==> src/rtl/frame_pkg.sv <==
// frame_pkg: shared definitions for the frame responder and its CRC helper.
// Holds the state encoding, the CRC-8 constants, the display_status codes,
// the default NAK byte and the byte-wide CRC update function.
package frame_pkg;

  localparam logic [3:0] ST_IDLE       = 4'd0;
  localparam logic [3:0] ST_RX_PAYLOAD = 4'd1;
  localparam logic [3:0] ST_RX_CRC     = 4'd2;
  localparam logic [3:0] ST_CHECK      = 4'd3;
  localparam logic [3:0] ST_TX_START   = 4'd4;
  localparam logic [3:0] ST_TX_WAIT_HI = 4'd5;
  localparam logic [3:0] ST_TX_WAIT_LO = 4'd6;

  typedef enum logic [3:0] {
    IDLE       = ST_IDLE,
    RX_PAYLOAD = ST_RX_PAYLOAD,
    RX_CRC     = ST_RX_CRC,
    CHECK      = ST_CHECK,
    TX_START   = ST_TX_START,
    TX_WAIT_HI = ST_TX_WAIT_HI,
    TX_WAIT_LO = ST_TX_WAIT_LO
  } state_t;

  localparam logic [7:0] CRC8_POLY = 8'h07;
  localparam logic [7:0] CRC8_INIT = 8'h00;

  localparam logic [1:0] DISP_IDLE = 2'b11;
  localparam logic [1:0] DISP_RX   = 2'b10;
  localparam logic [1:0] DISP_OK   = 2'b01;
  localparam logic [1:0] DISP_ERR  = 2'b00;

  localparam logic [7:0] ACK_NAK_DEFAULT = 8'h15;

  // One byte folded into a CRC-8 register, MSB first, no reflection.
  function automatic logic [7:0] crc8_update(input logic [7:0] crc_in,
                                             input logic [7:0] data);
    logic [7:0] r;
    r = crc_in ^ data;
    for (int i = 0; i < 8; i++) begin
      r = r[7] ? ((r << 1) ^ CRC8_POLY) : (r << 1);
    end
    return r;
  endfunction

endpackage

==> src/rtl/crc8_byte.sv <==
// crc8_byte: combinational byte-parallel CRC-8 step (poly 0x07).
// Shared between the frame sender and the frame responder.
module crc8_byte
  import frame_pkg::*;
(
  input  logic [7:0] crc_in,
  input  logic [7:0] data,
  output logic [7:0] crc_out
);

  assign crc_out = crc8_update(crc_in, data);

endmodule

==> src/rtl/frame_responder.sv <==
// frame_responder: receives MSG_LEN payload bytes plus a CRC-8 byte, checks
// the CRC, then echoes payload + fresh CRC (good frame) or one NAK byte (bad).
// Optional inter-byte timeout is built when FRAME_RESP_TIMEOUT_EN is defined;
// without it a partial frame waits indefinitely.
//
// state      | meaning
// -----------+---------------------------------------------------------
// IDLE       | waiting for the first payload byte
// RX_PAYLOAD | collecting payload bytes 1..MSG_LEN-1
// RX_CRC     | waiting for the CRC byte
// CHECK      | one cycle: judge CRC, pulse frame_ok/frame_err, pick response
// TX_START   | issue tx_start once uart_tx is free
// TX_WAIT_HI | wait for uart_tx to report busy
// TX_WAIT_LO | wait for uart_tx to finish, then next byte or back to IDLE
module frame_responder
  import frame_pkg::*;
#(
  parameter int         MSG_LEN        = 3,
  parameter logic [7:0] ACK_NAK_BYTE   = ACK_NAK_DEFAULT,
  parameter int         TIMEOUT_CYCLES = 50_000_000
) (
  input  logic       clk,
  input  logic       reset,
  input  logic       rx_done,
  input  logic [7:0] rx_data,
  input  logic       tx_busy,
  output logic       tx_start,
  output logic [7:0] tx_data,
  output logic       frame_ok,
  output logic       frame_err,
  output logic [7:0] err_count,
  output logic [1:0] display_status
);

  localparam logic [3:0] LAST_PAY = 4'(MSG_LEN - 1);
  localparam logic [3:0] LAST_ECHO = 4'(MSG_LEN);

  state_t     state;
  logic [3:0] idx;
  logic [3:0] ridx;
  logic [7:0] crc;
  logic [7:0] payload_crc;
  logic       nak;
  logic [7:0] pay_buf [16];
  logic [7:0] crc_seed;
  logic [7:0] crc_next;
  logic [7:0] resp_byte;
  logic       tmo_hit;

  // A new frame always starts from the CRC init value, whatever is left over.
  assign crc_seed = (state == IDLE) ? CRC8_INIT : crc;

  crc8_byte u_crc (
    .crc_in  (crc_seed),
    .data    (rx_data),
    .crc_out (crc_next)
  );

  // Response byte at ridx: NAK alone, or payload bytes then the payload CRC.
  always_comb begin
    resp_byte = payload_crc;
    if (nak) begin
      resp_byte = ACK_NAK_BYTE;
    end else if (ridx < LAST_ECHO) begin
      resp_byte = pay_buf[ridx];
    end
  end

`ifdef FRAME_RESP_TIMEOUT_EN
  localparam logic [31:0] TMO_LAST = 32'(TIMEOUT_CYCLES - 1);
  logic [31:0] tmo_cnt;
  logic        in_rx;

  assign in_rx   = (state == RX_PAYLOAD) || (state == RX_CRC);
  assign tmo_hit = in_rx && !rx_done && (tmo_cnt == TMO_LAST);

  // Inter-byte silence counter, only running while a frame is half received.
  always_ff @(posedge clk) begin
    if (reset) begin
      tmo_cnt <= '0;
    end else if (rx_done || !in_rx) begin
      tmo_cnt <= '0;
    end else begin
      tmo_cnt <= tmo_cnt + 32'd1;
    end
  end
`else
  assign tmo_hit = 1'b0;
`endif

  // Payload capture; the response is replayed straight out of this buffer.
  always_ff @(posedge clk) begin
    if (!reset && rx_done) begin
      if (state == IDLE) begin
        pay_buf[0] <= rx_data;
      end else if (state == RX_PAYLOAD) begin
        pay_buf[idx] <= rx_data;
      end
    end
  end

  // Main sequencer with registered outputs.
  always_ff @(posedge clk) begin
    if (reset) begin
      state          <= IDLE;
      tx_start       <= 1'b0;
      tx_data        <= 8'h00;
      frame_ok       <= 1'b0;
      frame_err      <= 1'b0;
      err_count      <= 8'h00;
      display_status <= DISP_IDLE;
      idx            <= 4'd0;
      ridx           <= 4'd0;
      crc            <= CRC8_INIT;
      payload_crc    <= CRC8_INIT;
      nak            <= 1'b0;
    end else begin
      tx_start  <= 1'b0;
      frame_ok  <= 1'b0;
      frame_err <= 1'b0;
      case (state)
        IDLE: begin
          if (rx_done) begin
            crc            <= crc_next;
            payload_crc    <= crc_next;
            idx            <= 4'd1;
            display_status <= DISP_RX;
            state          <= (MSG_LEN == 1) ? RX_CRC : RX_PAYLOAD;
          end
        end
        RX_PAYLOAD: begin
          if (rx_done) begin
            crc         <= crc_next;
            payload_crc <= crc_next;
            if (idx == LAST_PAY) begin
              state <= RX_CRC;
            end else begin
              idx <= idx + 4'd1;
            end
          end else if (tmo_hit) begin
            state          <= IDLE;
            frame_err      <= 1'b1;
            display_status <= DISP_ERR;
            crc            <= CRC8_INIT;
            idx            <= 4'd0;
            if (err_count != 8'hFF) err_count <= err_count + 8'd1;
          end
        end
        RX_CRC: begin
          if (rx_done) begin
            crc   <= crc_next;
            state <= CHECK;
          end else if (tmo_hit) begin
            state          <= IDLE;
            frame_err      <= 1'b1;
            display_status <= DISP_ERR;
            crc            <= CRC8_INIT;
            idx            <= 4'd0;
            if (err_count != 8'hFF) err_count <= err_count + 8'd1;
          end
        end
        CHECK: begin
          ridx <= 4'd0;
          if (crc == 8'h00) begin
            frame_ok       <= 1'b1;
            display_status <= DISP_OK;
            nak            <= 1'b0;
          end else begin
            frame_err      <= 1'b1;
            display_status <= DISP_ERR;
            nak            <= 1'b1;
            if (err_count != 8'hFF) err_count <= err_count + 8'd1;
          end
          state <= TX_START;
        end
        TX_START: begin
          if (!tx_busy) begin
            tx_start <= 1'b1;
            tx_data  <= resp_byte;
            state    <= TX_WAIT_HI;
          end
        end
        TX_WAIT_HI: begin
          if (tx_busy) state <= TX_WAIT_LO;
        end
        TX_WAIT_LO: begin
          if (!tx_busy) begin
            if (ridx == (nak ? 4'd0 : LAST_ECHO)) begin
              state <= IDLE;
              ridx  <= 4'd0;
              idx   <= 4'd0;
              crc   <= CRC8_INIT;
            end else begin
              ridx  <= ridx + 4'd1;
              state <= TX_START;
            end
          end
        end
        default: state <= IDLE;
      endcase
    end
  end

endmodule

==> config.mk <==
export PLATFORM = sky130hd
export DESIGN_NAME = frame_responder
export DESIGN_NICKNAME = d
export VERILOG_FILES = /design/src/rtl/frame_pkg.sv /design/src/rtl/crc8_byte.sv /design/src/rtl/frame_responder.sv
export SDC_FILE = /design/constraint.sdc
export NUM_CORES = 1
export LEC_CHECK = 0
export BUFFER_PORTS_ARGS = -buffer_cell sky130_fd_sc_hd__buf_4
export CORE_MARGIN = 3
export CORE_UTILIZATION = 61
export DETAILED_ROUTE_END_ITERATION = 16
export PLACE_DENSITY = 0.79
export SYNTH_ARGS = -nofsm -noshare
export SYNTH_HDL_FRONTEND = slang
export SYNTH_SLANG_ARGS = --single-unit
==> constraint.sdc <==
create_clock -name clk -period 2.7 [get_ports clk]
set_input_delay 0.675 -clock clk [delete_from_list [all_inputs] [get_ports clk]]
set_output_delay 0.675 -clock clk [all_outputs]
set_load 0.01 [all_outputs]
==> flow_summary.ini, run 1 <==
[outcome]
status = finished clean

[setup_path]
cpLargestDelayFamily = simple AND/OR/NAND/NOR gates
end_kind = flip-flop
slowest_stage = dfxtp_1
crit_chain = nand2_1 -> nor2_1 -> nand3_1 -> nor3_1 -> buf_4
crit_required_ns = 2.83
crit_arrival_ns = 2.55
critical_path_class = reg2reg
reg2reg_from = state[0]
rr_worst_depth = 5
setup.worst_path.start = state[0]
path_max_fanout = 17
r2r-end = pay_buf[8][4]
r2r_slack_ns = 0.28
cpPeakStageDelay_ns = 0.72
cp.buffers_inverters = 1
crit_path_start_kind = flip-flop

[synth]
syn_nets = 532
synthCells = 516
ys_async_sr_fraction_pct = 0
ys.flop_type = edfxtp_1
netlist_area_sq_um = 7697
synth_area_leaders = edfxtp_1 (50%), dfxtp_1 (14%), mux4_2 (6.1%)
synth_top_cell_by_area = edfxtp_1
yosys_warnings = 0
synth-seq-cells = 181
synth_top_area_share_pct = 49.93
synth-edff-count = 128
yosysSeqAreaShare_pct = 63.72
synth_cell_type_count = 59
syn_avg_cell_area_sq_um = 14.92

[routing]
vias = 4727
drcViolationCount = 0
wl_mm = 16.71
drt_iter0_markers = 465
drt_pass1_iterations = 5
viasPerCell = 6.311
wl_per_cell_microns = 22.31
antenna_left = 0

[power]
pwr-share-clk_pct = 39.3
power_w = 0.005940
switching_share_pct = 23.53
seqPwrFrac_pct = 52.3
p_leak_nw = 3.062
pwr-share-comb_pct = 8.4
switching_power_w = 0.001398
p_per_area_nw_per_um2 = 676.9
power.internal_w = 0.004543
ir_drop_v = 0.0006973

[timing]
rsz0062_at_grt = no
tightestPinTransition_ns = 0.6968
max_freq_mhz = 413.3
max_slew_margin_pct = 53.49
worst_slack_ns = 0.2802
tns_ns = 0
slew_violations = 0
timing.final.crit_share_pct = 89.62
skew_ns = 0.006610
fin_crit_ns = 2.420
hold_viol_final = 0
finalSetupViolations = 0

[die]
fp.coreArea_sq_um = 12160
fp.dieH_microns = 118.3
rows = 40
design.die.area_sq_um = 14000
initial_core_util_pct = 63.29
io_pins = 33
die_w_microns = 118.3

[worst_hold_path]
hold_path_end = tx_data[1]
hold_depth = 2
worstHoldStart = tx_data[1]
min_path_type = reg2reg

[run]
drv_cap = 0

[final_layout]
regArea_sq_um = 4906
diodes = 0
nFillCells = 766
final_common_cell = edfxtp_1
drive_gt1_share_pct = 20.48
final_cell_mix = edfxtp_1 (128), buf_4 (59), nor2_1 (52), dfxtp_1 (52), nand2_1 (33)
area.growth.synth_to_final_pct = 14.01
num-nets-final = 584
multi_input_area_sq_um = 2624

[clocking]
cts_root_buffer = clkbuf_16
postCtsHoldBufs = 0
clk_path_buf_depth = 2
clock-sinks = 181
cts_resized = 0
htree_num_levels = 4
path_clk_slew_ns = 0.06
post_cts_buffers = 0
cts_buffers = 17
clk_latency_ns = 0.43
cts_tree = done

[global_route]
overflow = 0
grt_pass1_wl_mm = 26.44
antenna_found_initial = 0
track_usage_pct = 25.18
grt_pass1_vias = 4770
grt_max_degree = 42

[placed_design]
port_buffers = 32
routabilityCongestion = 0.8200
dp_hpwl_mm = 10.76
preCtsSetupSlack_ns = 0.3772
how the worst max path moves through the flow:
stage          slack (ns)        endpoint  depth (start not counted)
5_1_grt              0.11   pay_buf[8][4]                          5
4_1_cts              0.32   pay_buf[8][4]                          5
2_1_floorplan        0.36   pay_buf[8][0]                          6
3_3_place_gp         0.50  payload_crc[1]                          5
3_5_place_dp         0.38   pay_buf[8][5]                          5
6_report             0.28   pay_buf[8][4]                          5
worst register-to-register path, stage by stage (launching register included):
cell and delay, ns:
dfxtp_1 0.72, nand2_1 0.33, nor2_1 0.30, nand3_1 0.22, nor3_1 0.28, buf_4 0.26
stage by stage:
stage / instances / area (sq um) / util, % / hold slack [ns]
global placement: 717 / 8222 / 67.60 / 0.4411
floorplan: 516 / 7697 / - / 0.4357
global route: 749 / 8776 / 72.16 / 0.4904
finish: 749 / 8776 / 72.16 / 0.4637
CTS: 749 / 8776 / 72.16 / 0.4625
detailed placement: 717 / 8222 / 67.60 / 0.4529
state kept, by name (all words and copies together), names as in the netlist, 2 cells and up, named ones only:
| signal | count |
|---|---|
| crc | 8 |
| payload_crc | 8 |
| err_count | 8 |
| pay_buf | 128 |
| ridx | 4 |
| display_status | 2 |
| idx | 4 |
| state | 3 |
| tx_data | 8 |
synthesized netlist by cell type, types with 7 or more instances:
| cell type | count |
|---|---|
| o21ai_0 | 10 |
| xor2_1 | 10 |
| nand3_1 | 13 |
| buf_2 | 7 |
| mux2i_1 | 12 |
| nor2_1 | 52 |
| nand2_1 | 33 |
| a21oi_1 | 15 |
| xnor2_1 | 14 |
| mux4_1 | 16 |
| clkbuf_1 | 14 |
| dfxtp_1 | 53 |
| mux4_2 | 21 |
| a22oi_1 | 14 |
| nor3_1 | 21 |
| edfxtp_1 | 128 |
power groups by stage:
stage	logic, W	registers, W	clock network, W
after global placement	0.000476	0.00316	0
after floorplan	0.000378	0.00313	0
after CTS	0.000496	0.00310	0.00237
after global routing	0.000545	0.00311	0.00250
after detailed placement	0.000491	0.00316	0
final	0.000501	0.00311	0.00233
per-layer routing:
metal | vias up | share of wire, % | GRT usage (%)
met1 | 2372 | 41 | 32.78
met5 | - | 0 | 0
met2 | 201 | 49 | 39.76
met4 | 0 | 3.5 | 11.06
met3 | 45 | 6.7 | 7.321
li1 | 2109 | - | -
cells by family after synthesis:
kind of cell,after synthesis,share of synthesized area [%]
xor gates and xnor gates,30,4.503
DFF,181,63.72
AOI/OAI and AO/OA,61,5.445
adders and majority gates,4,0.6502
buffers and inverters,32,2.194
and+or+nand+nor,159,10.32
muxes,49,13.17
final cells by class:
| cell class | count | share of cell area [%] |
|---|---|---|
| Multi-Input combinational cell | 303 | 29.90 |
| Clock buffer | 19 | 4.933 |
| Sequential cell | 181 | 55.90 |
| Tap cell | 168 | 2.395 |
| Timing Repair Buffer | 60 | 5.275 |
| Clock inverter | 13 | 1.383 |
| Inverter | 5 | 0.2139 |
No activity file was read; power rests on OpenSTA's default activity.
==> run 2, diff against run 1 <==
--- a/config.mk
+++ b/config.mk
@@ -6,7 +6,7 @@
 export NUM_CORES = 1
 export LEC_CHECK = 0
 export BUFFER_PORTS_ARGS = -buffer_cell sky130_fd_sc_hd__buf_4
-export CORE_MARGIN = 3
+export CORE_MARGIN = 2
 export CORE_UTILIZATION = 61
 export DETAILED_ROUTE_END_ITERATION = 16
 export PLACE_DENSITY = 0.79
==> run 2 against run 1 <==
Net effect:
- cell count up 1.1%
- fmax down 0.59%
- utilization down 1.4 points
- global-route usage down 0.31 points
- critical path type unchanged
- largest cell class unchanged
==> flow_summary.ini, run 2 (same netlist as run 1, synthesis figures left out) <==
[outcome]
status = finished clean

[timing]
tightestPinTransition_ns = 0.6851
fin_crit_ns = 2.434
rsz0062_at_grt = no
max_slew_margin_pct = 54.26
hold_viol_final = 0
tns_ns = 0
timing.final.crit_share_pct = 90.16
skew_ns = 0.007878
slew_violations = 0
holdWs_ns = 0.4480
finalSetupViolations = 0
max_freq_mhz = 410.8

[setup_path]
crit_chain = nand2_1 -> nor2_1 -> nand3_1 -> nor3_1 -> buf_4
cpPeakStageDelay_ns = 0.72
crit_required_ns = 2.84
end_kind = flip-flop
crit_arrival_ns = 2.57
crit_path_start_kind = flip-flop
rr_worst_depth = 5
critical_path_class = reg2reg
slowest_stage = dfxtp_1
path_max_fanout = 17

[placed_design]
dp_cells = 725
port_buffers = 32
routabilityCongestion = 0.8814
dp_hpwl_mm = 10.52

[routing]
viasPerCell = 6.148
drt_iter0_markers = 452
wl_mm = 15.56
drt_pass1_iterations = 6
wl_per_cell_microns = 20.56
antenna_left = 0
drcViolationCount = 0
vias = 4654

[die]
fp.coreArea_sq_um = 12470
design.die.area_sq_um = 13530
io_pins = 33
fp.dieH_microns = 116.3
die_w_microns = 116.3
initial_core_util_pct = 61.75
rows = 41

[run]
drv_cap = 0

[final_layout]
final_cell_mix = edfxtp_1 (128), buf_4 (63), nor2_1 (52), dfxtp_1 (52), nand2_1 (33)
final_common_cell = edfxtp_1
final_util_pct = 70.72
drive_gt1_share_pct = 21.37
num-nets-final = 588
area.growth.synth_to_final_pct = 14.53
diodes = 0
largest_reg_flops = 128
nFillCells = 824
finalNonFillerCells = 757
regMostFlops = pay_buf

[clocking]
clk_latency_ns = 0.44
path_clk_slew_ns = 0.07
cts_buffers = 17
cts_tree = done
postCtsHoldBufs = 0
htree_num_levels = 4
cts_resized = 0
cts_root_buffer = clkbuf_16
clk_path_buf_depth = 2
clock-sinks = 181
post_cts_buffers = 0

[global_route]
grt_pass1_vias = 4512
grt_pass1_wl_mm = 24.41
grt_max_degree = 40
track_usage_pct = 24.87
antenna_found_initial = 0
overflow = 0

[worst_hold_path]
min_path_type = in2reg
hold_depth = 2

[power]
p_leak_nw = 3.086
power_w = 0.005927
ir_drop_v = 0.0005821
p_per_area_nw_per_um2 = 672.3
==> run 2: cell count changes in the layout (fill, tap and decap cells not counted) <==
cell	previous run	this run
buf_4	59	63
clkinv_2	3	0
bufinv_16	1	0
clkbuf_1	2	0
inv_6	3	7
inv_8	1	3
==> run 2: cell type report <==
class | count | area (sq um) | area share (%)
clock inverter | 15 | 133.9 | 1.519
tap | 172 | 215.2 | 2.441
inverter | 5 | 18.77 | 0.2129
multi-input combinational | 303 | 2624 | 29.76
clock buffer | 17 | 425.4 | 4.825
sequential | 181 | 4906 | 55.65
timing repair buffer | 64 | 493.0 | 5.592
==> run 2: path summary, 6_finish.rpt <==
kind	startpoint	end	slack, ns
setup / recovery	state[0]	pay_buf[9][4]	0.27
hold / removal	reset	payload_crc[0]	0.45
setup reg to reg	state[0]	pay_buf[9][4]	0.27
hold reg to reg	payload_crc[7]	payload_crc[7]	0.46
==> run 2: layer usage <==
layer	GRT usage [%]	up-vias	share of wire, %
met5	0	-	0
met4	9.206	0	2.2
met3	6.798	41	5.9
met2	40.39	176	49
met1	32.57	2323	42
li1	-	2114	-
==> run 2: critical path: cells and delay by family, from the launching register on <==
| family | cells | cell delay (ns) |
|---|---|---|
| simple gates | 4 | 1.17 |
| flops | 1 | 0.72 |
| buf+inv | 1 | 0.24 |
==> run 2: through the flow <==
stage          setup slack [ns]  area, sq um
3_5_place_dp             0.4136         8257
4_1_cts                  0.3068         8816
3_3_place_gp             0.4805         8257
2_1_floorplan            0.3552         7697
5_1_grt                  0.1767         8816
6_report                 0.2658         8816
==> run 2: power by group <==
group	switching (W)	total [W]	internal (W)	leakage [nW]
combinational	0.000266	0.000497	0.000230	1.22
clock	0.00111	0.00232	0.00122	0.277
sequential	0.0000770	0.00311	0.00303	1.58
==> run 3, diff against run 2 <==
--- a/config.mk
+++ b/config.mk
@@ -7,9 +7,10 @@
 export LEC_CHECK = 0
 export BUFFER_PORTS_ARGS = -buffer_cell sky130_fd_sc_hd__buf_4
 export CORE_MARGIN = 2
-export CORE_UTILIZATION = 61
+export CORE_UTILIZATION = 65
 export DETAILED_ROUTE_END_ITERATION = 16
-export PLACE_DENSITY = 0.79
+export PLACE_DENSITY = 0.83
+export SKIP_CTS_REPAIR_TIMING = 1
 export SYNTH_ARGS = -nofsm -noshare
 export SYNTH_HDL_FRONTEND = slang
 export SYNTH_SLANG_ARGS = --single-unit
==> constraint.sdc (replaced) <==
create_clock -name clk -period 3.1 [get_ports clk]
set_input_delay 0.775 -clock clk [delete_from_list [all_inputs] [get_ports clk]]
set_output_delay 0.775 -clock clk [all_outputs]
set_load 0.01 [all_outputs]
==> run 3 against run 2 <==
Net effect:
- cell area shrank 0.97%
- total power shrank 12%
- via count is 1.7% higher
- utilization grew 5.4 points
- cell count down 4.6%
- sequential power down 13%
- global-route usage increased by 3.1 points
- hold slack better by 0.0077 ns
- clock power shrank 10%
- clock skew increased by 0.00068 ns
- largest cell class unchanged
- largest power group unchanged
==> flow_summary.ini, run 3 (same netlist as run 1, synthesis figures left out) <==
[final_layout]
largest_reg_flops = 128
area.growth.synth_to_final_pct = 13.43
final_cell_mix = edfxtp_1 (128), buf_4 (58), nor2_1 (52), dfxtp_1 (52), nand2_1 (33)
diodes = 0
final_common_cell = edfxtp_1
regMostFlops = pay_buf
num-nets-final = 582
finalNonFillerCells = 722
drive_gt1_share_pct = 20.38

[clocking]
clk_path_buf_depth = 2
clk_latency_ns = 0.44
path_clk_slew_ns = 0.06
cts_root_buffer = clkbuf_16
htree_num_levels = 4
cts_buffers = 17
cts_tree = done
clock-sinks = 181

[die]
design.die.area_sq_um = 12730
die_w_microns = 112.8
io_pins = 33
initial_core_util_pct = 67.12
rows = 39
fp.dieH_microns = 112.8
fp.coreArea_sq_um = 11470

[timing]
slew_violations = 0
fin_crit_ns = 2.443
max_freq_mhz = 409.4
timing.final.crit_share_pct = 78.79
finalSetupViolations = 0
skew_ns = 0.008558
max_slew_margin_pct = 42.45
hold_viol_final = 0
tns_ns = 0
tightestPinTransition_ns = 0.8621
rsz0062_at_grt = no
worst_slack_ns = 0.6574

[power]
p_leak_nw = 3.053
pwr-share-clk_pct = 39.8
pwr-share-comb_pct = 8.5
switching_share_pct = 23.95
seqPwrFrac_pct = 51.7
power.internal_w = 0.003968
ir_drop_v = 0.0008624
p_per_area_nw_per_um2 = 597.6
switching_power_w = 0.001250

[setup_path]
critical_path_class = reg2reg
crit_required_ns = 3.40
cpPeakStageDelay_ns = 0.78
crit_arrival_ns = 2.75
crit_chain = mux4_1 -> mux4_2 -> mux2i_1 -> a21oi_1
path_max_fanout = 22
crit_path_start_kind = flip-flop
end_kind = flip-flop
slowest_stage = dfxtp_2

[routing]
viasPerCell = 6.558
drt_pass1_iterations = 5
drcViolationCount = 0
wl_mm = 16.49
drt_iter0_markers = 593
antenna_left = 0
wl_per_cell_microns = 22.84
vias = 4735

[global_route]
track_usage_pct = 27.97
overflow = 0
grt_pass1_wl_mm = 26.36
grt_max_degree = 44
grt_pass1_vias = 4768
antenna_found_initial = 0

[placed_design]
dp_hpwl_mm = 10.65
preCtsSetupSlack_ns = 0.5188
port_buffers = 32
dp_cells = 690
routabilityCongestion = 0.8448

[worst_hold_path]
min_path_type = reg2reg
worstHoldStart = tx_data[1]

[outcome]
status = finished clean

[run]
drv_cap = 0
run 3: changes by cell type in the layout (fill, tap and decap cells not counted):
cell        before  now
buf_4           63   58
clkbuf_1         0    1
bufinv_16        0    1
inv_8            3    2
clkinv_4         4    2
inv_6            7    6
clkinv_2         0    1
buf_12           1    0
clkinvlp_4       0    1
run 3: power by group through the flow:
stage | logic, W | registers (W) | clock network [W]
2_1_floorplan | 0.000329 | 0.00273 | 0
3_3_place_gp | 0.000421 | 0.00275 | 0
3_5_place_dp | 0.000434 | 0.00275 | 0
4_1_cts | 0.000440 | 0.00270 | 0.00209
5_1_grt | 0.000487 | 0.00270 | 0.00219
6_report | 0.000442 | 0.00270 | 0.00208
run 3: path summary, 6_finish.rpt:
check | endpoint | slack [ns] | cells past startpoint
max | tx_data[0] | 0.66 | 4
min reg2reg | tx_data[1] | 0.46 | 2
max reg2reg | tx_data[0] | 0.66 | 4
min | tx_data[1] | 0.46 | 2
run 3: stage by stage:
stage	hold WS, ns	total power (W)	cell area (sq um)	utilization [%]
2_1_floorplan	0.4357	0.003055	7697	-
3_3_place_gp	0.4449	0.003167	8163	71.18
3_5_place_dp	0.4513	0.003182	8163	71.18
4_1_cts	0.4597	0.005228	8731	76.14
5_1_grt	0.4763	0.005377	8731	76.14
6_report	0.4557	0.005218	8731	76.14
run 3: worst max-delay path, delay by kind of cell (launching register included):
family	cells	cell delay (ns)
AO/OA/AOI/OAI	1	0.09
multiplexers	3	1.41
flip-flops	1	0.78
run 3: layer usage:
layer / part of all wire (%) / global-route usage (%) / wire, microns / vias up
li1: - / - / - / 2099
met1: 41 / 35.88 / 6760 / 2398
met2: 50 / 46.03 / 8328 / 195
met3: 5.7 / 7.499 / 938 / 43
met4: 2.8 / 11.30 / 467 / 0
met5: 0 / 0 / 0 / -
run 3: area by class of cell:
cell class / instances / area (sq um)
timing repair buffer: 58 / 435.4
fill: 644 / 2736
tap: 143 / 178.9
multi-input combinational: 303 / 2624
inverter: 5 / 18.77
clock buffer: 18 / 429.2
clock inverter: 14 / 138.9
sequential: 181 / 4906
